`config.mk`:
```
export PLATFORM = sky130hd
export DESIGN_NAME = distortion_stage
export DESIGN_NICKNAME = d
export VERILOG_FILES = /design/src/rtl/distortion_stage.sv
export SDC_FILE = /design/constraint.sdc
export NUM_CORES = 1
export LEC_CHECK = 0
export BUFFER_PORTS_ARGS = -buffer_cell sky130_fd_sc_hd__buf_2
export CAP_MARGIN = 0
export CORE_ASPECT_RATIO = 0.7
export CORE_MARGIN = 2
export CORE_UTILIZATION = 60
export CTS_BUF_LIST = sky130_fd_sc_hd__clkbuf_8
export DETAILED_ROUTE_END_ITERATION = 8
export PLACE_DENSITY_LB_ADDON = 0.15
export SETUP_SLACK_MARGIN = 0.1
export SLEW_MARGIN = 20
export SYNTH_ARGS = -nofsm -noshare
export SYNTH_HDL_FRONTEND = slang
export SYNTH_SLANG_ARGS = --single-unit
```
`constraint.sdc`:
```
create_clock -name clk -period 6.53 [get_ports clk]
set_clock_uncertainty 0.05 [all_clocks]
set_input_delay 1.306 -clock clk [delete_from_list [all_inputs] [get_ports clk]]
set_output_delay 1.306 -clock clk [all_outputs]
set_load 0.02 [all_outputs]
```
`src/rtl/distortion_stage.sv`:
```
`default_nettype none
// +---------------------------------------------------------------------------+
// | distortion_stage                                                          |
// | Ramped gain, selectable shaping curve and output saturation on a signed   |
// | valid/ready sample stream. Optional peak-hold: DIST_PEAK_HOLD_EN.         |
// | Revision: 1.0                                                             |
// +---------------------------------------------------------------------------+
module distortion_stage #(
  parameter int DATA_W     = 16,
  parameter int FRAC_BITS  = 12,
  parameter int RAMP_SHIFT = 6
) (
  input  logic                     clk,
  input  logic                     rst_n,
  input  logic                     in_valid,
  output logic                     in_ready,
  input  logic signed [DATA_W-1:0] in_sample,
  input  logic signed [DATA_W-1:0] gain_target,
  input  logic        [DATA_W-2:0] threshold,
  input  logic        [1:0]        mode,
  input  logic                     bypass,
  output logic                     out_valid,
  input  logic                     out_ready,
  output logic signed [DATA_W-1:0] out_sample,
`ifdef DIST_PEAK_HOLD_EN
  input  logic                     peak_clr,
  output logic        [DATA_W-2:0] peak_abs,
`endif
  output logic                     clip_flag
);

  localparam int c_PW = 2 * DATA_W;
  localparam logic [1:0] c_MODE_HARD = 2'd0;
  localparam logic [1:0] c_MODE_SOFT = 2'd1;
  localparam logic [1:0] c_MODE_ASYM = 2'd2;
  localparam logic [1:0] c_MODE_PASS = 2'd3;
  localparam logic signed [DATA_W-1:0] c_UNITY =
    {{(DATA_W-FRAC_BITS-1){1'b0}}, 1'b1, {FRAC_BITS{1'b0}}};

  logic w_en, w_in_xfer, w_out_xfer;

  // gain smoothing
  logic signed [DATA_W-1:0] r_gain;
  logic signed [DATA_W:0]   w_d, w_sh;
  logic signed [DATA_W-1:0] w_step;

  // stage registers
  logic                     r_v1, r_byp1;
  logic signed [c_PW-1:0]   r_p1;
  logic signed [DATA_W-1:0] r_in1;
  logic        [DATA_W-2:0] r_thr1;
  logic        [1:0]        r_mode1;
  logic                     r_v2, r_f2;
  logic signed [c_PW-1:0]   r_y2;
  logic                     r_v3, r_flag;
  logic signed [DATA_W-1:0] r_out;

  logic signed [c_PW-1:0]   w_prod, w_p1;
  logic signed [c_PW-1:0]   w_t, w_thalf, w_abs, w_knee, w_y;
  logic                     w_f;
  logic        [DATA_W:0]   w_hi;
  logic                     w_ovf;
  logic signed [DATA_W-1:0] w_sat;

  assign w_en       = !r_v3 || out_ready;
  assign in_ready   = w_en;
  assign w_in_xfer  = in_valid && w_en;
  assign w_out_xfer = r_v3 && out_ready;
  assign out_valid  = r_v3;
  assign out_sample = r_out;
  assign clip_flag  = r_flag;

  // A step that shifts to zero still moves one LSB, so the ramp always lands exactly.
  assign w_d    = {gain_target[DATA_W-1], gain_target} - {r_gain[DATA_W-1], r_gain};
  assign w_sh   = w_d >>> RAMP_SHIFT;
  assign w_step = (w_sh == '0 && w_d != '0)
                ? (w_d[DATA_W] ? {DATA_W{1'b1}} : {{(DATA_W-1){1'b0}}, 1'b1})
                : w_sh[DATA_W-1:0];

  assign w_prod = c_PW'(in_sample) * c_PW'(r_gain);
  assign w_p1   = w_prod >>> FRAC_BITS;

  assign w_t     = $signed({{(DATA_W+1){1'b0}}, r_thr1});
  assign w_thalf = w_t >>> 1;
  assign w_abs   = r_p1[c_PW-1] ? -r_p1 : r_p1;
  assign w_knee  = w_t + ((w_abs - w_t) >>> 2);

  always_comb begin
    w_y = r_p1;
    w_f = 1'b0;
    if (r_byp1) begin
      w_y = c_PW'(r_in1);
    end else begin
      case (r_mode1)
        c_MODE_HARD: begin
          if (r_p1 > w_t) begin
            w_y = w_t;
            w_f = 1'b1;
          end else if (r_p1 < -w_t) begin
            w_y = -w_t;
            w_f = 1'b1;
          end
        end
        c_MODE_SOFT: begin
          if (w_abs > w_t) begin
            w_y = r_p1[c_PW-1] ? -w_knee : w_knee;
            w_f = 1'b1;
          end
        end
        c_MODE_ASYM: begin
          if (r_p1 > w_t) begin
            w_y = w_t;
            w_f = 1'b1;
          end else if (r_p1 < -w_thalf) begin
            w_y = -w_thalf;
            w_f = 1'b1;
          end
        end
        c_MODE_PASS: w_y = r_p1;
        default:     w_y = r_p1;
      endcase
    end
  end

  // Out of range whenever the bits above the output sign are not all sign copies.
  assign w_hi  = r_y2[c_PW-1:DATA_W-1];
  assign w_ovf = !((&w_hi) || !(|w_hi));
  assign w_sat = w_ovf ? (r_y2[c_PW-1] ? {1'b1, {(DATA_W-1){1'b0}}}
                                       : {1'b0, {(DATA_W-1){1'b1}}})
                       : r_y2[DATA_W-1:0];

  always_ff @(posedge clk or negedge rst_n) begin
    if (!rst_n) begin
      r_gain <= c_UNITY;
    end else if (w_in_xfer) begin
      r_gain <= r_gain + w_step;
    end
  end

  always_ff @(posedge clk or negedge rst_n) begin
    if (!rst_n) begin
      r_v1    <= 1'b0;
      r_p1    <= '0;
      r_in1   <= '0;
      r_thr1  <= '0;
      r_mode1 <= '0;
      r_byp1  <= 1'b0;
      r_v2    <= 1'b0;
      r_y2    <= '0;
      r_f2    <= 1'b0;
      r_v3    <= 1'b0;
      r_out   <= '0;
      r_flag  <= 1'b0;
    end else if (w_en) begin
      r_v1 <= in_valid;
      r_v2 <= r_v1;
      r_v3 <= r_v2;
      if (in_valid) begin
        r_p1    <= w_p1;
        r_in1   <= in_sample;
        r_thr1  <= threshold;
        r_mode1 <= mode;
        r_byp1  <= bypass;
      end
      if (r_v1) begin
        r_y2 <= w_y;
        r_f2 <= w_f;
      end
      if (r_v2) begin
        r_out  <= w_sat;
        r_flag <= r_f2 || w_ovf;
      end
    end
  end

`ifdef DIST_PEAK_HOLD_EN
  logic [DATA_W-2:0]        r_peak;
  logic signed [DATA_W-1:0] w_neg;
  logic [DATA_W-2:0]        w_oabs;

  // Negating the most-negative code wraps to itself; report it as full scale.
  assign w_neg    = -r_out;
  assign w_oabs   = r_out[DATA_W-1] ? (w_neg[DATA_W-1] ? {(DATA_W-1){1'b1}} : w_neg[DATA_W-2:0])
                                    : r_out[DATA_W-2:0];
  assign peak_abs = r_peak;

  always_ff @(posedge clk or negedge rst_n) begin
    if (!rst_n) begin
      r_peak <= '0;
    end else if (peak_clr) begin
      r_peak <= w_out_xfer ? w_oabs : '0;
    end else if (w_out_xfer && (w_oabs > r_peak)) begin
      r_peak <= w_oabs;
    end
  end
`endif

endmodule
`default_nettype wire

```
==> metrics.md <==
| Metric | Value |
|---|---|
| Final Hold Fails | `0` |
| HP Class | `register to register` |
| CTS root buf | `clkbuf_8` |
| Critical path class | `input port to register` |
| HPWL Detailed | `52900 um` |
| Top FF cell, synth | `dfrtp_1` |
| DRC viols | `0` |
| Unrepaired setup endpoints after global routing | `yes` |
| Hold Slack | `436 ps` |
| Fillers | `2670` |
| Critical path fanouts, max | `10` |
| Placed cells | `3068` |
| Initial DRC count | `2102` |
| Hold_sp | `out_sample[13]` |
| Slew HR | `25.8%` |
| Share of cells above drive strength 1 | `18.5%` |
| First-pass GRT wire length | `105000 um` |
| H-tree depth | `4` |
| Library cells used by synthesis | `92` |
| Vias/cell | `6.11` |
| Fmax | `154 MHz` |
| Cells taking the most area after synthesis | `fa_1 (25%), dfrtp_1 (14%), ha_1 (13%), inv_1 (6.3%), nand2_1 (4.7%)` |
| Pin count of the biggest net entering global routing | `63` |
| WL final | `65900 um` |
| Core Region | `34900 sq um` |
| WP data arrival | `6810 ps` |
| 1st-pass router iterations | `6` |
| Global-route usage over all layers | `36.5%` |
| TritonCTS clock tree | `done` |
| Seq cells post-synth | `123` |
| Max_cap viols | `0` |
| Antenna violations before repair | `1` |
| Synth Instances | `2446` |
| Crit share post-route | `99.2%` |
| Area post-placement | `23500 sq um` |
| Worst-margin pin slew | `1110 ps` |
| Post-synth EDFFs | `0` |
| Area leader, netlist | `fa_1` |
| Fin area | `24700 sq um` |
| Non-filler cells in the finished layout | `3123` |
| Clock latency on the worst-skew pair | `510 ps` |
| Die area | `37200 sq um` |
| Final net count | `3177` |
| WL per Instance | `21.1 um` |
| Status | `completed` |
| Mapped Area | `21400 sq um` |
| Finish-stage setup viols | `0` |
| Worst r2r src | `r_gain[9]` |
| ANT cells | `0` |
| Syn nets | `2985` |
| Vias in the first global route | `18900` |
| Vias | `19100` |
| CP Capture Type | `register` |
| Clock-pin transition on the worst setup and hold timing paths | `90 ps` |
| Critical Path RT | `6860 ps` |
| TritonCTS Buffers | `17` |
| DRT antenna net count | `0` |
| Sequential share of the synthesized area | `14.4%` |
| Mean Syn Cell Area | `8.73 sq um` |
| Warnings, synthesis | `0` |
| Area share of the largest cell type after synthesis | `24.7%` |
| Synth async-reset ratio | `100%` |
| Clk sink count | `123` |
| Critical path startpoint category | `input port` |
| Area grow syn2layout | `15.6%` |
| PortBufs | `72` |
| Tmin final | `6480 ps` |
| # rows | `57` |
| Setup crit start | `in_sample[7]` |
| Die height | `162 um` |
| Clock tree buffer depth | `2` |
| GPL Wtd Cong | `1.04` |
| Initial Util | `61.3%` |
| I/O pins | `73` |
| Total gr overflow | `0` |
| Die X | `230 um` |
| Number of slew-limit violations in the final report | `0` |
-- cell families after synthesis --
logic type	count (synthesis)	synth area share, %
adder cells (fa/ha/maj)	485	37.7
multiplexers	68	3.46
flip-flops	123	14.4
XOR/XNOR	124	5.12
AO/OA/AOI/OAI	468	14.6
AND/OR/NAND/NOR	715	16.5
buffers and inverters	463	8.26
-- stage by stage --
step	setup TNS, ps	utilization, %	setup WS, ps
2_1_floorplan	-417	-	-154
3_3_place_gp	-6370	67.4	-571
3_5_place_dp	-8440	67.4	-680
4_1_cts	0	70.0	22.2
5_1_grt	-399	70.8	-103
6_report	0	70.8	52.4
-- path summary, 6_finish.rpt --
path / slack, ps / depth (start not counted) / endpoint
max: 50 / 19 / r_p1[18]
min: 440 / 2 / out_sample[13]
max reg2reg: 140 / 19 / r_p1[18]
min reg2reg: 440 / 2 / out_sample[13]
max in group asynchronous: 4440 / 2 / out_sample[0]
min in group asynchronous: 740 / 1 / r_thr1[0]
-- synthesized netlist by cell type, types with 14 or more instances --
master / count
o31ai_1: 25
fa_1: 264
inv_1: 361
clkbuf_1: 84
a211oi_1: 18
nor2_1: 102
o211ai_1: 14
nand2_1: 267
nand3_1: 37
or3_1: 22
o21ai_0: 114
a21oi_1: 108
nor4_1: 15
mux2i_1: 22
and2_1: 108
o21a_1: 17
xnor2_1: 89
ha_1: 221
nor2b_1: 14
nor3_1: 52
nand2b_1: 24
and3_1: 16
xor2_1: 34
nand4_1: 22
a21o_1: 37
dfrtp_1: 122
mux2_2: 45
-- repair_timing --
item	in CTS	in global routing
hold buffers	0	0
gates resized for setup	86	64
buffers inserted	13	8
pin swaps	70	47
cloned	2	0
setup endpoints to repair	11	34
-- layout by cell type (no fill, tap or decap), drive strengths merged, types with 46 or more instances in the layout --
master,n
ha,221
fa,264
mux2,46
nor3,52
xnor2,90
buf,272
nand2,267
o21ai,124
nor2,103
inv,371
and2,108
a21oi,108
dfrtp,122
-- registers in the layout, summed over array words and instances, names as in the netlist --
signal	cells
r_in1	16
r_byp1	1
r_y2	32
out_sample	16
r_gain	16
r_v1	1
r_mode1	2
r_v2	1
r_thr1	15
clip_flag	1
out_valid	1
r_f2	1
r_p1	20
-- worst max-delay path, stage by stage --
cell and delay [ps]:
buf_12 120, and2_4 160, fa_1 490, fa_1 550, fa_1 450, fa_1 570
inv_2 40, fa_1 510, inv_2 40, fa_1 510, ha_4 180, or4_4 570
nor3_4 190, a211oi_4 80, a211oi_2 330, o31ai_2 110, buf_4 150, xor2_2 140
mux2_4 270
-- area by class of cell --
cell class | count | area, sq um | share of cell area, %
Tap cell | 472 | 591 | 2.39
Clock buffer | 18 | 248 | 1.00
Inverter | 364 | 1370 | 5.55
Sequential cell | 123 | 3090 | 12.5
Multi-Input combinational cell | 1860 | 17000 | 69.1
Clock inverter | 14 | 175 | 0.709
Timing Repair Buffer | 272 | 2170 | 8.79
-- routing by layer --
layer	track usage [%]	part of all wire [%]
met4	5.52	1.1
met5	0	0
met3	13.8	13
met1	55.0	45
met2	50.4	41
Power is not shown: default switching activity piles up to over one toggle a cycle in this logic, so the estimate is an artifact.
